## src/rtl/flag_branch_ctrl.sv

```systemverilog
// flag_branch_ctrl
//   Sequences the 4-bit NZVC flag register and resolves B.cond branches in ID.
//   Drives the flag register write select, stalls ID for one cycle on a flag
//   hazard (EX sets flags while ID holds a B.cond), and issues taken-branch
//   and IF/ID flush control.
//
//   Optional feature macro: FLAG_FWD_EN
//     defined   -> ALU flags are forwarded to the branch evaluation on a
//                  hazard, so no hazard stall ever occurs.
//     undefined -> every hazard costs one stall cycle (HOLD state).
//
// Parameters
//   CNT_W        width of the saturating flag-stall counter
//   FLUSH_CYCLES cycles flush is held after a taken branch (1..7)
//
// Ports
//   clk          system clock, all state on posedge
//   reset        asynchronous, active-high reset
//   id_valid     valid instruction in ID
//   id_bcond     ID instruction is B.cond
//   id_cond      condition field of the B.cond in ID
//   ex_valid     valid instruction in EX
//   ex_setflags  EX instruction sets flags
//   alu_flags    ALU flags this cycle: [0]N [1]Z [2]V [3]C
//   flags_q      flag register output, same bit order
//   flag_we      flag register write select (1 = load alu_flags)
//   stall        hold PC and IF/ID, insert bubble into EX
//   br_taken     B.cond resolved taken, 1-cycle pulse
//   flush        squash IF/ID
//   stall_cnt    number of flag-hazard stall cycles (saturating)
module flag_branch_ctrl #(
    parameter int CNT_W        = 16,
    parameter int FLUSH_CYCLES = 1
) (
    input  logic             clk,
    input  logic             reset,
    input  logic             id_valid,
    input  logic             id_bcond,
    input  logic [3:0]       id_cond,
    input  logic             ex_valid,
    input  logic             ex_setflags,
    input  logic [3:0]       alu_flags,
    input  logic [3:0]       flags_q,
    output logic             flag_we,
    output logic             stall,
    output logic             br_taken,
    output logic             flush,
    output logic [CNT_W-1:0] stall_cnt
);

    typedef enum logic [1:0] {
        RUN   = 2'd0,
        HOLD  = 2'd1,
        FLUSH = 2'd2
    } state_t;

    localparam logic [2:0] FlushLoad = 3'(FLUSH_CYCLES);

    state_t     state;
    state_t     stateNext;
    logic [2:0] flushCnt;
    logic [2:0] flushCntNext;

    logic       hz;
    logic       hzStall;
    logic [3:0] effFlags;
    logic       stallInt;
    logic       brInt;
    logic       flushInt;

    // Flags are packed [0]N [1]Z [2]V [3]C.
    function automatic logic condTrue(input logic [3:0] c, input logic [3:0] f);
        logic n, z, v, cy;
        n  = f[0];
        z  = f[1];
        v  = f[2];
        cy = f[3];
        case (c)
            4'd0:    condTrue = z;
            4'd1:    condTrue = !z;
            4'd2:    condTrue = cy;
            4'd3:    condTrue = !cy;
            4'd4:    condTrue = n;
            4'd5:    condTrue = !n;
            4'd6:    condTrue = v;
            4'd7:    condTrue = !v;
            4'd8:    condTrue = cy && !z;
            4'd9:    condTrue = !cy || z;
            4'd10:   condTrue = (n == v);
            4'd11:   condTrue = (n != v);
            4'd12:   condTrue = !z && (n == v);
            4'd13:   condTrue = z || (n != v);
            default: condTrue = 1'b1;   // AL and NV both always execute
        endcase
    endfunction

    assign hz = id_valid & id_bcond & ex_valid & ex_setflags;

`ifdef FLAG_FWD_EN
    // Forwarded flags resolve the hazard in place; the stall path is dead.
    assign effFlags = hz ? alu_flags : flags_q;
    assign hzStall  = 1'b0;
`else
    // alu_flags only reaches the flag register externally in this build.
    logic unusedAluFlags;
    assign unusedAluFlags = ^alu_flags;
    assign effFlags       = flags_q;
    assign hzStall        = hz;
`endif

    always_ff @(posedge clk or posedge reset) begin
        if (reset) begin
            state    <= RUN;
            flushCnt <= '0;
        end else begin
            state    <= stateNext;
            flushCnt <= flushCntNext;
        end
    end

    always_comb begin
        stateNext    = state;
        flushCntNext = flushCnt;
        stallInt     = 1'b0;
        brInt        = 1'b0;
        flushInt     = 1'b0;
        case (state)
            RUN: begin
                if (hzStall) begin
                    stallInt  = 1'b1;
                    stateNext = HOLD;
                end else if (id_valid && id_bcond) begin
                    if (condTrue(id_cond, effFlags)) begin
                        brInt        = 1'b1;
                        flushCntNext = FlushLoad;
                        stateNext    = FLUSH;
                    end
                end
            end
            HOLD: begin
                // IF/ID was held, so id_cond still belongs to the stalled
                // B.cond; flags_q now carries the EX result.
                if (condTrue(id_cond, flags_q)) begin
                    brInt        = 1'b1;
                    flushCntNext = FlushLoad;
                    stateNext    = FLUSH;
                end else begin
                    stateNext = RUN;
                end
            end
            FLUSH: begin
                flushInt = 1'b1;
                if (flushCnt <= 3'd1) begin
                    flushCntNext = '0;
                    stateNext    = RUN;
                end else begin
                    flushCntNext = flushCnt - 3'd1;
                end
            end
            default: begin
                stateNext    = RUN;
                flushCntNext = '0;
            end
        endcase
    end

    // Outputs are forced low for the whole reset assertion, not just after
    // the state register clears, since RUN outputs follow the ID/EX inputs.
    assign flag_we  = ex_valid & ex_setflags & ~reset;
    assign stall    = stallInt & ~reset;
    assign br_taken = brInt & ~reset;
    assign flush    = flushInt & ~reset;

    always_ff @(posedge clk or posedge reset) begin
        if (reset) begin
            stall_cnt <= '0;
        end else if (stallInt && (stall_cnt != '1)) begin
            stall_cnt <= stall_cnt + 1'b1;
        end
    end

endmodule

```

## config.mk

```make
export PLATFORM = sky130hd
export DESIGN_NAME = flag_branch_ctrl
export DESIGN_NICKNAME = d
export VERILOG_FILES = /design/src/rtl/flag_branch_ctrl.sv
export SDC_FILE = /design/constraint.sdc
export NUM_CORES = 1
export LEC_CHECK = 0
export BUFFER_PORTS_ARGS = -buffer_cell sky130_fd_sc_hd__buf_2
export CORE_UTILIZATION = 54
export CTS_CLUSTER_DIAMETER = 40
export DETAILED_ROUTE_END_ITERATION = 8
export GPL_TIMING_DRIVEN = 1
export PLACE_DENSITY = 0.84
export SLEW_MARGIN = 20
export SYNTH_ARGS = -nofsm -noshare
export SYNTH_HDL_FRONTEND = slang
export SYNTH_SLANG_ARGS = --single-unit
```

## constraint.sdc

```tcl
create_clock -name clk -period 2.75 [get_ports clk]
set_clock_uncertainty 0.1 [all_clocks]
set_input_delay 0.55 -clock clk [delete_from_list [all_inputs] [get_ports clk]]
set_output_delay 0.55 -clock clk [all_outputs]
set_load 0.02 [all_outputs]
```

==> flow_metrics.env, run 1 <==
export IMPL_synth_cells=116
export IMPL_clk_pin_slew_ns=0.12
export IMPL_clock_sinks=21
export IMPL_critPathRequiredTime_ns=2.10
export IMPL_arrival_ns=1.93
export IMPL_maxCapViolCount=0
export IMPL_pre_cts_ws_ns=0.1726
export IMPL_routedWlPerCell_microns=13.98
export IMPL_ys_warn_count=0
export IMPL_r2r_cells=5
export IMPL_seqPwrFrac=0.507
export IMPL_status="finished, final reports clean"
export IMPL_setup_viol=0
export IMPL_finalHoldViolations=0
export IMPL_die_w_microns=49.48
export IMPL_worstMarginPinSlew_ns=0.7902
export IMPL_p_sw_w=0.0002793
export IMPL_holdWs_ns=0.3083
export IMPL_fmax_mhz=387.4
export IMPL_ys_seq_elements=21
export IMPL_ant_nets=0
export IMPL_vias=990
export IMPL_core_rowCount=16
export IMPL_clockBufferDepth=2
export IMPL_die_area_sq_mm=0.002448
export IMPL_hpwlAfterDp_microns=1949
export IMPL_synthesis_nets=137
export IMPL_grt_max_degree=22
export IMPL_tns_ns=0
export IMPL_synth_largest_area_cell="dfrtp_1"
export IMPL_cts_root_buf="clkbuf_4"
export IMPL_cp_max_fo=7
export IMPL_synth_main_ff_cell="dfrtp_1"
export IMPL_grt_usage=0.2297
export IMPL_swShare=0.3547
export IMPL_intPower_w=0.0005082
export IMPL_grt_overflow_total=0
export IMPL_nNetsFinal=174
export IMPL_pwr_share_comb=0.303
export IMPL_postCtsResizedCells=0
export IMPL_h_tree_depth=1
export IMPL_layout_min_cycle_time_ns=2.581
export IMPL_gp_congestion=0.8475
export IMPL_multiInputGateArea_sq_um=668.1
export IMPL_cts_setup_buffers=0
export IMPL_fillCellCount=169
export IMPL_slew_violations=0
export IMPL_drtIter0Drc=13
export IMPL_numPortBuffers=33
export IMPL_via_per_inst=5.531
export IMPL_seqCellArea_sq_um=525.5
export IMPL_cts_buffers=3
export IMPL_first_pass_iters=4
export IMPL_critPathLaunchType="primary input"
export IMPL_timing_rr_end="stall_cnt[1]"
export IMPL_power_leakage_nw=0.7169
export IMPL_syn_area_per_cell_sq_um=10.49
export IMPL_yosys_area_top_type_share=0.4317
export IMPL_antenna_found_initial=0
export IMPL_yosysSeqAreaShare=0.4317
export IMPL_async_flop_share=1.000
export IMPL_r2r_slack_ns=0.75
export IMPL_finalPower_w=0.0007875
export IMPL_wl_microns=2503
export IMPL_grt_pass1_wl_microns=4236
export IMPL_synthTopCellsByArea="dfrtp_1, xnor2_1, xor2_1, nand3_1, ha_1"
export IMPL_pin_count=38
export IMPL_hold_class="in2async"
export IMPL_setup_ws_ns=0.1688
export IMPL_fp_dieH_microns=49.48
export IMPL_critical_path_endpoint_type="output port"
export IMPL_cts_hold_fix_buffers=0
export IMPL_cts_tree="done"
export IMPL_clock_latency_ns=0.31
export IMPL_synth_edff_count=0
export IMPL_clkPwrFrac=0.190
export IMPL_core_sq_mm=0.002042
export IMPL_syn_area_sq_mm=0.001217
export IMPL_synth_cell_types=39
export IMPL_drc=0
export IMPL_initial_core_util=0.5962
export IMPL_vdd_ir_drop_worst_uv=364.4
export IMPL_final_common_cell="buf_2"
export IMPL_grt_pass1_vias=953
export IMPL_slew_headroom=0.4726
export IMPL_antenna_cells=0
export IMPL_rsz0062_at_grt="false"
export IMPL_r2r_start="stall_cnt[0]"
export IMPL_power_density_mw_per_mm2=547.3
export IMPL_area_delta_synth_final_pct=18.19
export IMPL_layout_drive_gt1_share=0.3224
export IMPL_layout_common_cells="buf_2, dfrtp_1, xnor2_1, nand3_1, nand2_1"
export IMPL_crit_type="in2out"
export IMPL_fin_crit_sh=0.9386
export IMPL_final_util=0.7047
## worst max-delay path by stage
stage          startpoint        to  slack (ns)
3_5_place_dp   id_cond[0]  br_taken        0.17
2_1_floorplan  id_cond[3]  br_taken        0.20
5_1_grt        id_cond[1]  br_taken        0.07
4_1_cts        id_cond[0]  br_taken        0.18
3_3_place_gp   id_cond[0]  br_taken        0.22
6_report       id_cond[0]  br_taken        0.17
## Yosys cell counts (2+ instances only)
master,number
nor2_1,5
nor3_1,2
and4_1,2
o21ai_0,3
dfrtp_1,21
and3b_1,2
nor2b_1,3
xnor2_1,12
nand3_1,9
o211ai_1,2
nand2_1,8
mux2i_1,2
xor2_1,6
a31o_2,2
and3_1,3
nand2b_1,3
inv_1,4
ha_1,3
a21oi_1,4
## cell families after synthesis
logic type | count (synthesis) | share of synthesized area
flip-flops | 21 | 0.4317
AO/OA/AOI/OAI | 21 | 0.1552
multiplexers | 3 | 0.02569
buffers and inverters | 6 | 0.01952
AND/OR/NAND/NOR | 44 | 0.2076
adder cells (fa/ha/maj) | 3 | 0.03084
XOR/XNOR | 18 | 0.1295
## sequential cells by signal, indices dropped and copies added (netlist names)
signal / count
flushCnt: 3
stall_cnt: 16
state: 2
## routing by layer
| layer | track usage | vias to the layer above | part of all wire |
|---|---|---|---|
| li1 | - | 491 | - |
| met1 | 0.3069 | 468 | 0.46 |
| met2 | 0.3790 | 26 | 0.49 |
| met3 | 0.03704 | 5 | 0.032 |
| met4 | 0.08095 | 0 | 0.012 |
| met5 | 0 | - | 0 |
## final cells by class
class / instances / area share
Tap cell: 27 / 0.02348
Timing Repair Buffer: 33 / 0.1148
Inverter: 5 / 0.01304
Clock inverter: 1 / 0.003478
Multi-Input combinational cell: 89 / 0.4643
Clock buffer: 3 / 0.01565
Sequential cell: 21 / 0.3652
## power groups by stage
stage	Combinational (W)	Sequential [W]	Clock, W
after global placement	0.000226	0.000398	0
after CTS	0.000241	0.000399	0.000148
final	0.000238	0.000399	0.000150
after detailed placement	0.000240	0.000405	0
after global routing	0.000266	0.000409	0.000160
after floorplan	0.000139	0.000426	0
## through the flow
stage	instance area [sq um]	instances
2_1_floorplan	1217	116
3_3_place_gp	1411	175
3_5_place_dp	1411	175
4_1_cts	1439	179
5_1_grt	1439	179
6_report	1439	179
## critical path, stage by stage
cell	delay, ns
buf_2	0.14
or4b_1	0.53
a21oi_1	0.19
o32ai_2	0.14
nor3_1	0.18
buf_2	0.20
Note: power is estimated with default switching activity, not from simulation.
==> inputs of run 2 (changes only) <==
Settings changed: PLACE_DENSITY 0.84 to 0.88, SLEW_MARGIN 20 to not set.
==> flow_metrics.env, run 2 (synthesized netlist as in run 1, its figures left out) <==
export IMPL_status="finished, final reports clean"
export IMPL_pwr_share_comb=0.306
export IMPL_slew_violations=0
export IMPL_drtIter0Drc=12
export IMPL_clock_latency_ns=0.30
export IMPL_largest_registers="stall_cnt (16), flushCnt (3), state (2)"
export IMPL_nNetsFinal=174
export IMPL_worstMarginPinSlew_ns=0.7695
export IMPL_swShare=0.3494
export IMPL_instances_no_fill=179
export IMPL_clock_sinks=21
export IMPL_fillCellCount=160
export IMPL_critPathLaunchType="primary input"
export IMPL_grt_max_degree=22
export IMPL_h_tree_depth=1
export IMPL_grt_usage=0.2209
export IMPL_cts_setup_buffers=0
export IMPL_final_common_cell="buf_2"
export IMPL_cts_buffers=3
export IMPL_via_per_inst=5.324
export IMPL_seqCellArea_sq_um=525.5
export IMPL_hold_class="in2async"
export IMPL_fmax_mhz=386.2
export IMPL_clkPwrFrac=0.187
export IMPL_die_w_microns=49.48
export IMPL_initial_core_util=0.5962
export IMPL_timing_rr_end="stall_cnt[9]"
export IMPL_setup_viol=0
export IMPL_r2r_slack_ns=0.74
export IMPL_r2r_cells=6
export IMPL_core_rowCount=16
export IMPL_clk_pin_slew_ns=0.12
export IMPL_regMostFlops="stall_cnt"
export IMPL_power_leakage_nw=0.7169
export IMPL_grt_pass1_vias=969
export IMPL_gp_congestion=0.8069
export IMPL_layout_common_cells="buf_2, dfrtp_1, xnor2_1, nand3_1, nand2_1"
export IMPL_clockBufferDepth=2
export IMPL_maxCapViolCount=0
export IMPL_setup_ws_ns=0.1605
export IMPL_die_area_sq_mm=0.002448
export IMPL_layout_drive_gt1_share=0.3224
export IMPL_finalHoldViolations=0
export IMPL_seqPwrFrac=0.506
export IMPL_power_density_mw_per_mm2=543.8
export IMPL_routedWlPerCell_microns=12.97
export IMPL_numPortBuffers=33
export IMPL_fp_dieH_microns=49.48
export IMPL_largest_reg_flops=16
export IMPL_intPower_w=0.0005091
export IMPL_layout_min_cycle_time_ns=2.589
export IMPL_holdWs_ns=0.3001
export IMPL_crit_type="in2out"
export IMPL_ant_nets=0
export IMPL_critical_path_endpoint_type="output port"
export IMPL_grt_overflow_total=0
export IMPL_antenna_found_initial=0
export IMPL_drc=0
export IMPL_cts_hold_fix_buffers=0
export IMPL_place_inst=175
export IMPL_arrival_ns=1.94
export IMPL_cts_root_buf="clkbuf_4"
export IMPL_wl_microns=2322
export IMPL_cp_max_fo=7
export IMPL_finalPower_w=0.0007825
export IMPL_postCtsResizedCells=0
export IMPL_multiInputGateArea_sq_um=668.1
export IMPL_fin_crit_sh=0.9416
export IMPL_first_pass_iters=4
export IMPL_tns_ns=0
export IMPL_rsz0062_at_grt="false"
export IMPL_critPathRequiredTime_ns=2.10
export IMPL_p_sw_w=0.0002734
export IMPL_r2r_start="stall_cnt[0]"
export IMPL_core_sq_mm=0.002042
export IMPL_vdd_ir_drop_worst_uv=429.5
export IMPL_vias=953
export IMPL_pin_count=38
export IMPL_pre_cts_ws_ns=0.1868
export IMPL_area_delta_synth_final_pct=18.19
export IMPL_slew_headroom=0.4864
export IMPL_cts_tree="done"
export IMPL_grt_pass1_wl_microns=4174
export IMPL_hpwlAfterDp_microns=1787
export IMPL_antenna_cells=0
-- run 2: worst max path at each step --
stage	from	end	slack (ns)	depth (start not counted)
floorplan	id_cond[3]	br_taken	0.20	5
global placement	id_cond[0]	br_taken	0.21	6
detailed placement	id_cond[0]	br_taken	0.19	6
CTS	id_cond[0]	br_taken	0.17	6
global route	id_cond[0]	br_taken	0.04	6
finish	id_cond[0]	br_taken	0.16	6
-- run 2: cell type report --
type	count	share of cell area
multi-input combinational	89	0.4643
sequential	21	0.3652
clock buffer	3	0.01565
inverter	5	0.01304
tap	27	0.02348
clock inverter	1	0.003478
timing repair buffer	33	0.1148
-- run 2: critical path: stages --
cell     delay, ns
buf_2         0.14
or4b_1        0.52
a21oi_1       0.22
o32ai_2       0.16
nor3_1        0.16
buf_2         0.19
-- run 2: power by group through the flow --
stage,Sequential (W),Clock [W],Combinational [W]
after floorplan,0.000426,0,0.000139
after global placement,0.000399,0,0.000226
after detailed placement,0.000403,0,0.000241
after CTS,0.000396,0.000150,0.000243
after global routing,0.000406,0.000161,0.000269
final,0.000396,0.000146,0.000240
-- run 2: metrics by stage --
stage,area [sq um],util
after floorplan,1217,-
after global placement,1411,0.6912
after detailed placement,1411,0.6912
after CTS,1439,0.7047
after global routing,1439,0.7047
final,1439,0.7047
-- run 2: per-layer routing --
metal  vias up  share of wire  GRT usage
met5         -              0          0
met4         0          0.017    0.09048
met3         4          0.031    0.02778
met2        22           0.48     0.3744
met1       443           0.47     0.2851
li1        484              -          -
